<file path="config.mk">
export PLATFORM = sky130hd
export DESIGN_NAME = sccb_master
export DESIGN_NICKNAME = d
export VERILOG_FILES = /design/src/rtl/sccb_master.sv
export SDC_FILE = /design/constraint.sdc
export NUM_CORES = 1
export LEC_CHECK = 0
export BUFFER_PORTS_ARGS = -buffer_cell sky130_fd_sc_hd__buf_2
export CORE_MARGIN = 5
export CORE_UTILIZATION = 57
export DETAILED_ROUTE_END_ITERATION = 10
export PLACE_DENSITY = 0.78
export SLEW_MARGIN = 20
export SYNTH_ARGS = -nofsm -noshare
export SYNTH_HDL_FRONTEND = slang
export SYNTH_SLANG_ARGS = --single-unit
</file>
<file path="constraint.sdc">
create_clock -name clk -period 2.4 [get_ports clk]
set_input_delay 0.48 -clock clk [delete_from_list [all_inputs] [get_ports clk]]
set_output_delay 0.48 -clock clk [all_outputs]
set_load 0.01 [all_outputs]
</file>
<file path="src/rtl/sccb_master.sv">
// sccb_master: SCCB (I2C-like) three-phase write engine for the OV7670.
// Sends {DEV_ID, x, addr, x, data, x} MSB first between a START and a STOP.
// Each bit slot is four quarter periods. SIOC is low in q0..q1 and high in
// q2..q3. SIOD changes only at the start of q0.
//
// Ports:
//   clk, rst             system clock, synchronous active-high reset
//   sccb_start           request, accepted only while idle
//   sccb_addr/sccb_data  register address/data, latched on accept
//   sccb_done            one-cycle pulse after the STOP
//   busy                 high from accept through the sccb_done cycle
//   ack_err              a 9th bit was read high during this transaction
//   sioc                 SCCB clock
//   siod_out, siod_oe    SIOD drive value and enable (released on 9th bits)
//   siod_in              SIOD pad readback
//
// state | meaning
// IDLE  | bus idle (SIOC=SIOD=1), waiting for sccb_start
// START | one slot; SIOD falls at q2 while SIOC is high
// BITS  | 27 data slots, 3 phases of 8 bits + released 9th bit
// STOP  | one slot; SIOD rises at q3 while SIOC is high
// DONE  | one clk; sccb_done pulse
module sccb_master #(
  parameter int unsigned CLK_FREQ_HZ  = 100_000_000,
  parameter int unsigned SCCB_FREQ_HZ = 100_000,
  parameter logic [7:0]  DEV_ID       = 8'h42
) (
  input  logic       clk,
  input  logic       rst,
  input  logic       sccb_start,
  input  logic [7:0] sccb_addr,
  input  logic [7:0] sccb_data,
  output logic       sccb_done,
  output logic       busy,
  output logic       ack_err,
  output logic       sioc,
  output logic       siod_out,
  output logic       siod_oe,
  input  logic       siod_in
);

  localparam int unsigned QDIV_RAW = CLK_FREQ_HZ / (4 * SCCB_FREQ_HZ);
  localparam int unsigned QDIV     = (QDIV_RAW < 1) ? 1 : QDIV_RAW;
  localparam int unsigned QW       = (QDIV > 1) ? $clog2(QDIV) : 1;
  localparam logic [QW-1:0] QLAST  = QW'(QDIV - 1);

  typedef enum logic [2:0] {
    S_IDLE,
    S_START,
    S_BITS,
    S_STOP,
    S_DONE
  } state_t;

  state_t        state_q, state_d;
  logic [QW-1:0] qcnt_q, qcnt_d;
  logic [1:0]    qtr_q, qtr_d;
  logic [4:0]    bit_q, bit_d;
  logic [26:0]   shreg_q, shreg_d;
  logic          ack_err_q, ack_err_d;

  logic qwrap;
  logic slot_end;
  logic accept;
  logic ninth;

  assign qwrap    = (qcnt_q == QLAST);
  assign slot_end = qwrap && (qtr_q == 2'd3);
  assign accept   = (state_q == S_IDLE) && sccb_start;
  assign ninth    = (bit_q == 5'd8) || (bit_q == 5'd17) || (bit_q == 5'd26);

  // State register
  always_ff @(posedge clk) begin
    if (rst) begin
      state_q <= S_IDLE;
    end else begin
      state_q <= state_d;
    end
  end

  // Next-state logic
  always_comb begin
    state_d = state_q;
    case (state_q)
      S_IDLE:  if (sccb_start) state_d = S_START;
      S_START: if (slot_end) state_d = S_BITS;
      S_BITS:  if (slot_end && (bit_q == 5'd26)) state_d = S_STOP;
      S_STOP:  if (slot_end) state_d = S_DONE;
      S_DONE:  state_d = S_IDLE;
      default: state_d = S_IDLE;
    endcase
  end

  // Quarter timer, bit index, shift register and ack flag
  always_comb begin
    qcnt_d    = qcnt_q;
    qtr_d     = qtr_q;
    bit_d     = bit_q;
    shreg_d   = shreg_q;
    ack_err_d = ack_err_q;
    if (accept) begin
      qcnt_d    = '0;
      qtr_d     = 2'd0;
      bit_d     = 5'd0;
      // The 9th-bit positions are don't-care; they are released on the bus.
      shreg_d   = {DEV_ID, 1'b1, sccb_addr, 1'b1, sccb_data, 1'b1};
      ack_err_d = 1'b0;
    end else if (state_q inside {S_START, S_BITS, S_STOP}) begin
      qcnt_d = qwrap ? '0 : qcnt_q + 1'b1;
      if (qwrap) begin
        qtr_d = qtr_q + 2'd1;
      end
      if ((state_q == S_BITS) && qwrap) begin
        // End of q2 on a released bit: the slave should be pulling low.
        if ((qtr_q == 2'd2) && ninth && siod_in) begin
          ack_err_d = 1'b1;
        end
        // Shifting at the slot end makes SIOD change at the start of q0.
        if (qtr_q == 2'd3) begin
          bit_d   = bit_q + 5'd1;
          shreg_d = {shreg_q[25:0], 1'b1};
        end
      end
    end
  end

  always_ff @(posedge clk) begin
    if (rst) begin
      qcnt_q    <= '0;
      qtr_q     <= 2'd0;
      bit_q     <= 5'd0;
      shreg_q   <= '0;
      ack_err_q <= 1'b0;
    end else begin
      qcnt_q    <= qcnt_d;
      qtr_q     <= qtr_d;
      bit_q     <= bit_d;
      shreg_q   <= shreg_d;
      ack_err_q <= ack_err_d;
    end
  end

  // Output logic
  always_comb begin
    sioc      = 1'b1;
    siod_out  = 1'b1;
    siod_oe   = 1'b1;
    busy      = 1'b1;
    sccb_done = 1'b0;
    case (state_q)
      S_IDLE:  busy = 1'b0;
      S_START: siod_out = ~qtr_q[1];
      S_BITS: begin
        sioc     = qtr_q[1];
        siod_out = shreg_q[26];
        siod_oe  = ~ninth;
      end
      S_STOP: begin
        sioc     = qtr_q[1];
        siod_out = (qtr_q == 2'd3);
      end
      S_DONE:  sccb_done = 1'b1;
      default: busy = 1'b0;
    endcase
  end

  assign ack_err = ack_err_q;

endmodule

</file>
==> run_results.csv <==
group,metric,value,unit
hold_path,min_path_type,"input pin to register",
clock_network,clock_path_buffers,2,
timing,rsz0062_at_grt,"no",
floorplanning,fp.dieArea,0.00505,sq mm
grt,grt_max_degree,29,
routing,dr.first_iter.drc_count,155,
synthesis,ys_seq_elements,46,
timing,setup_viol,0,
timing,max_freq,477,MHz
routing,vias_per_cell,5.61,
timing,fin_hold_ws,451,ps
routing,via_count,1791,
layout,drive_gt1_share,17.0,%
worst_setup_path,rr_endpoint,"bit_q[4]",
clock_network,h-tree-depth,2,
floorplanning,num_io_pins,26,
grt,grt_pass1_vias,1535,
grt,antenna_found_initial,0,
synthesis,synth-simple-area-share,24.9,%
worst_setup_path,critPathRequiredTime,1920,ps
power_and_ir_drop,ir_drop,0.000400,V
status,status,"finished, final reports clean",
timing,hold_viol,0,
routing,wire_per_inst,13.3,microns
timing,tightest_slew,694,ps
grt,grt_pass1_wl,6890,microns
worst_setup_path,regToRegStartpoint,"state_q[1]",
timing,skew,11.5,ps
layout,layoutNonFillerInstCount,319,
synthesis,synth_top_area_share,43.4,%
synthesis,ys_top_cells_by_area,"dfxtp_1 (43%), a21oi_1 (6.6%), a22oi_1 (5.7%), ha_1 (4.7%), nand2_1 (4.4%)",
hold_path,min_from,"sccb_data[3]",
flow_run,cap_violations,0,
hold_path,hold_depth,3,
layout,fin_area,0.00240,sq mm
clock_network,cts_hold_buf,0,
clock_network,cts_resized,0,
timing,min_period_over_period,87.4,%
synthesis,muxShareOfSynthArea,1.47,%
synthesis,synth_compound_area_share,16.7,%
synthesis,synth_top_family_by_area,"simple AND/OR/NAND/NOR gates",
synthesis,async_flop_share,0,%
timing,slew_violations,0,
worst_setup_path,critical_path_arrival,1620,ps
synthesis,synth_edf_count,0,
worst_setup_path,worst_setup_path_start_kind,"register",
floorplanning,die_w,71.0,microns
synthesis,syn-num-nets,277,
power_and_ir_drop,p_leak,0.000872,uW
clock_network,insertion_delay,300,ps
placed_design,routabilityCongestion,0.811,
grt,grt_overflow,0,
floorplanning,initial_core_util,58.4,%
routing,totalWireLength,4230,microns
floorplanning,core,0.00363,sq mm
power_and_ir_drop,p_per_area,636,mW/mm^2
clock_network,cts_buffers,5,
floorplanning,num_rows,22,
clock_network,post-cts-setup-buffer-count,0,
synthesis,synth_fa_ha_area_share,4.71,%
hold_path,whs_endpoint,"shreg_q[4]",
synthesis,yosysTopAreaCell,"dfxtp_1",
synthesis,synth_xor_area_share,4.12,%
timing,min_period,2100,ps
layout,area_delta_synth_final,13.0,%
synthesis,yosysUniqueCellTypes,45,
grt,grt_usage,16.9,%
worst_setup_path,regToRegSetupSlack,390,ps
routing,antenna_left,0,
placed_design,dpl-instance-area,0.00229,sq mm
routing,first_pass_iters,4,
timing,slew_headroom,53.6,%
clock_network,cts_root_buf,"clkbuf_8",
routing,drcViolationCount,0,
layout,fillCellCount,325,
synthesis,yosysWarnings,0,
timing,fin_setup_tns,0,ps
placed_design,dp_hpwl,2830,microns
worst_setup_path,reg2regPathDepth,4,
layout,fin_nets,298,
clock_network,cts_tree,"yes",
worst_setup_path,cp-end-kind,"primary output",
floorplanning,die_h,71.0,microns
synthesis,yosysSeqAreaShare,43.4,%
synthesis,synth-main-ff-cell,"dfxtp_1",
layout,diodes,0,
placed_design,portBuffers,25,
synthesis,syn_area,0.00212,sq mm
worst_setup_path,worstPathMaxFanout,5,
synthesis,syn_area_per_cell,8.53,sq um
placed_design,place_inst,311,
worst_setup_path,crit_type,"register to primary output",
layout,fin_util,66.0,%
worst_setup_path,crit_start,"bit_q[0]",
synthesis,synthCells,249,
clock_network,clk_pin_slew_worst_paths,90,ps
clock_network,clock_sinks,46,
sequential cells by signal, summed over array words and instances, names as in the netlist:
name and flops:
qtr_q 2, ack_err 1, shreg_q 27, bit_q 5
state_q 3, qcnt_q 8
kinds of logic (layout without fill, tap and decap cells):
kind of cell,count (synthesis),count (layout)
and+or+nand+nor,101,101
adders and majority gates,8,8
AOI/OAI and AO/OA,57,57
xor gates and xnor gates,10,10
DFF,46,46
buffers and inverters,24,46
muxes,3,3
cell usage after synthesis, types with 2 or more instances:
library cell and count:
nand4_1 6, nand3_1 18, a21oi_1 28, clkbuf_1 14
o21ai_1 4, dfxtp_1 46, nand2b_1 2, nand3b_1 3
mux2i_1 2, nand2_1 25, ha_1 8, xnor2_1 4
and2_1 3, inv_1 6, xor2_1 6, nor2_1 20
a22oi_1 16, or3_1 3, nor3_1 9
where the power goes:
group	internal [uW]	total, uW	switching [uW]
clock	311	572	261
combinational	60.5	144	83.7
sequential	795	811	16.8
layout make-up:
cell class	count	area (sq um)	area share (%)
Inverter	6	22.5	0.938
Clock buffer	6	72.6	3.02
Sequential cell	46	921	38.4
Timing Repair Buffer	32	178	7.40
Clock inverter	2	37.5	1.56
Tap cell	48	60.1	2.50
Multi-Input combinational cell	179	1110	46.2
critical path, stage by stage, from the launching register on:
cell	delay, ps
dfxtp_1	430
inv_1	90
ha_1	210
mux2_2	260
nand2_1	70
a211o_1	140
buf_2	130
through the flow:
step / setup slack (ps) / total power [uW]
6_report: 303 / 1530
4_1_cts: 274 / 1530
3_5_place_dp: 421 / 972
3_3_place_gp: 458 / 969
5_1_grt: 184 / 1590
2_1_floorplan: 415 / 932
routing by layer:
| layer | GRT usage [%] | share of wire [%] | vias to the layer above |
|---|---|---|---|
| li1 | - | - | 921 |
| met5 | 0 | 0 | - |
| met3 | 4.69 | 5.3 | 7 |
| met4 | 5.64 | 1.4 | 0 |
| met1 | 22.8 | 49 | 824 |
| met2 | 26.2 | 45 | 39 |
cell usage in the layout (no fill, tap or decap), types with 5 or more instances in the layout:
master / instances
nand2_1: 25
buf_2: 25
nor3_1: 9
a21oi_1: 28
clkbuf_8: 5
inv_1: 6
nand4_1: 6
nand3_1: 18
nor2_1: 20
a22oi_1: 16
ha_1: 8
dfxtp_1: 46
xor2_1: 6
buf_4: 7
worst max-delay path by stage:
stage                    end  slack [ps]  cells past startpoint
floorplan           bit_q[3]         420                      6
global placement    bit_q[4]         460                      4
detailed placement  bit_q[4]         420                      4
CTS                  siod_oe         270                      6
global route         siod_oe         180                      6
finish               siod_oe         300                      6
(Power assumes the default switching activity.)
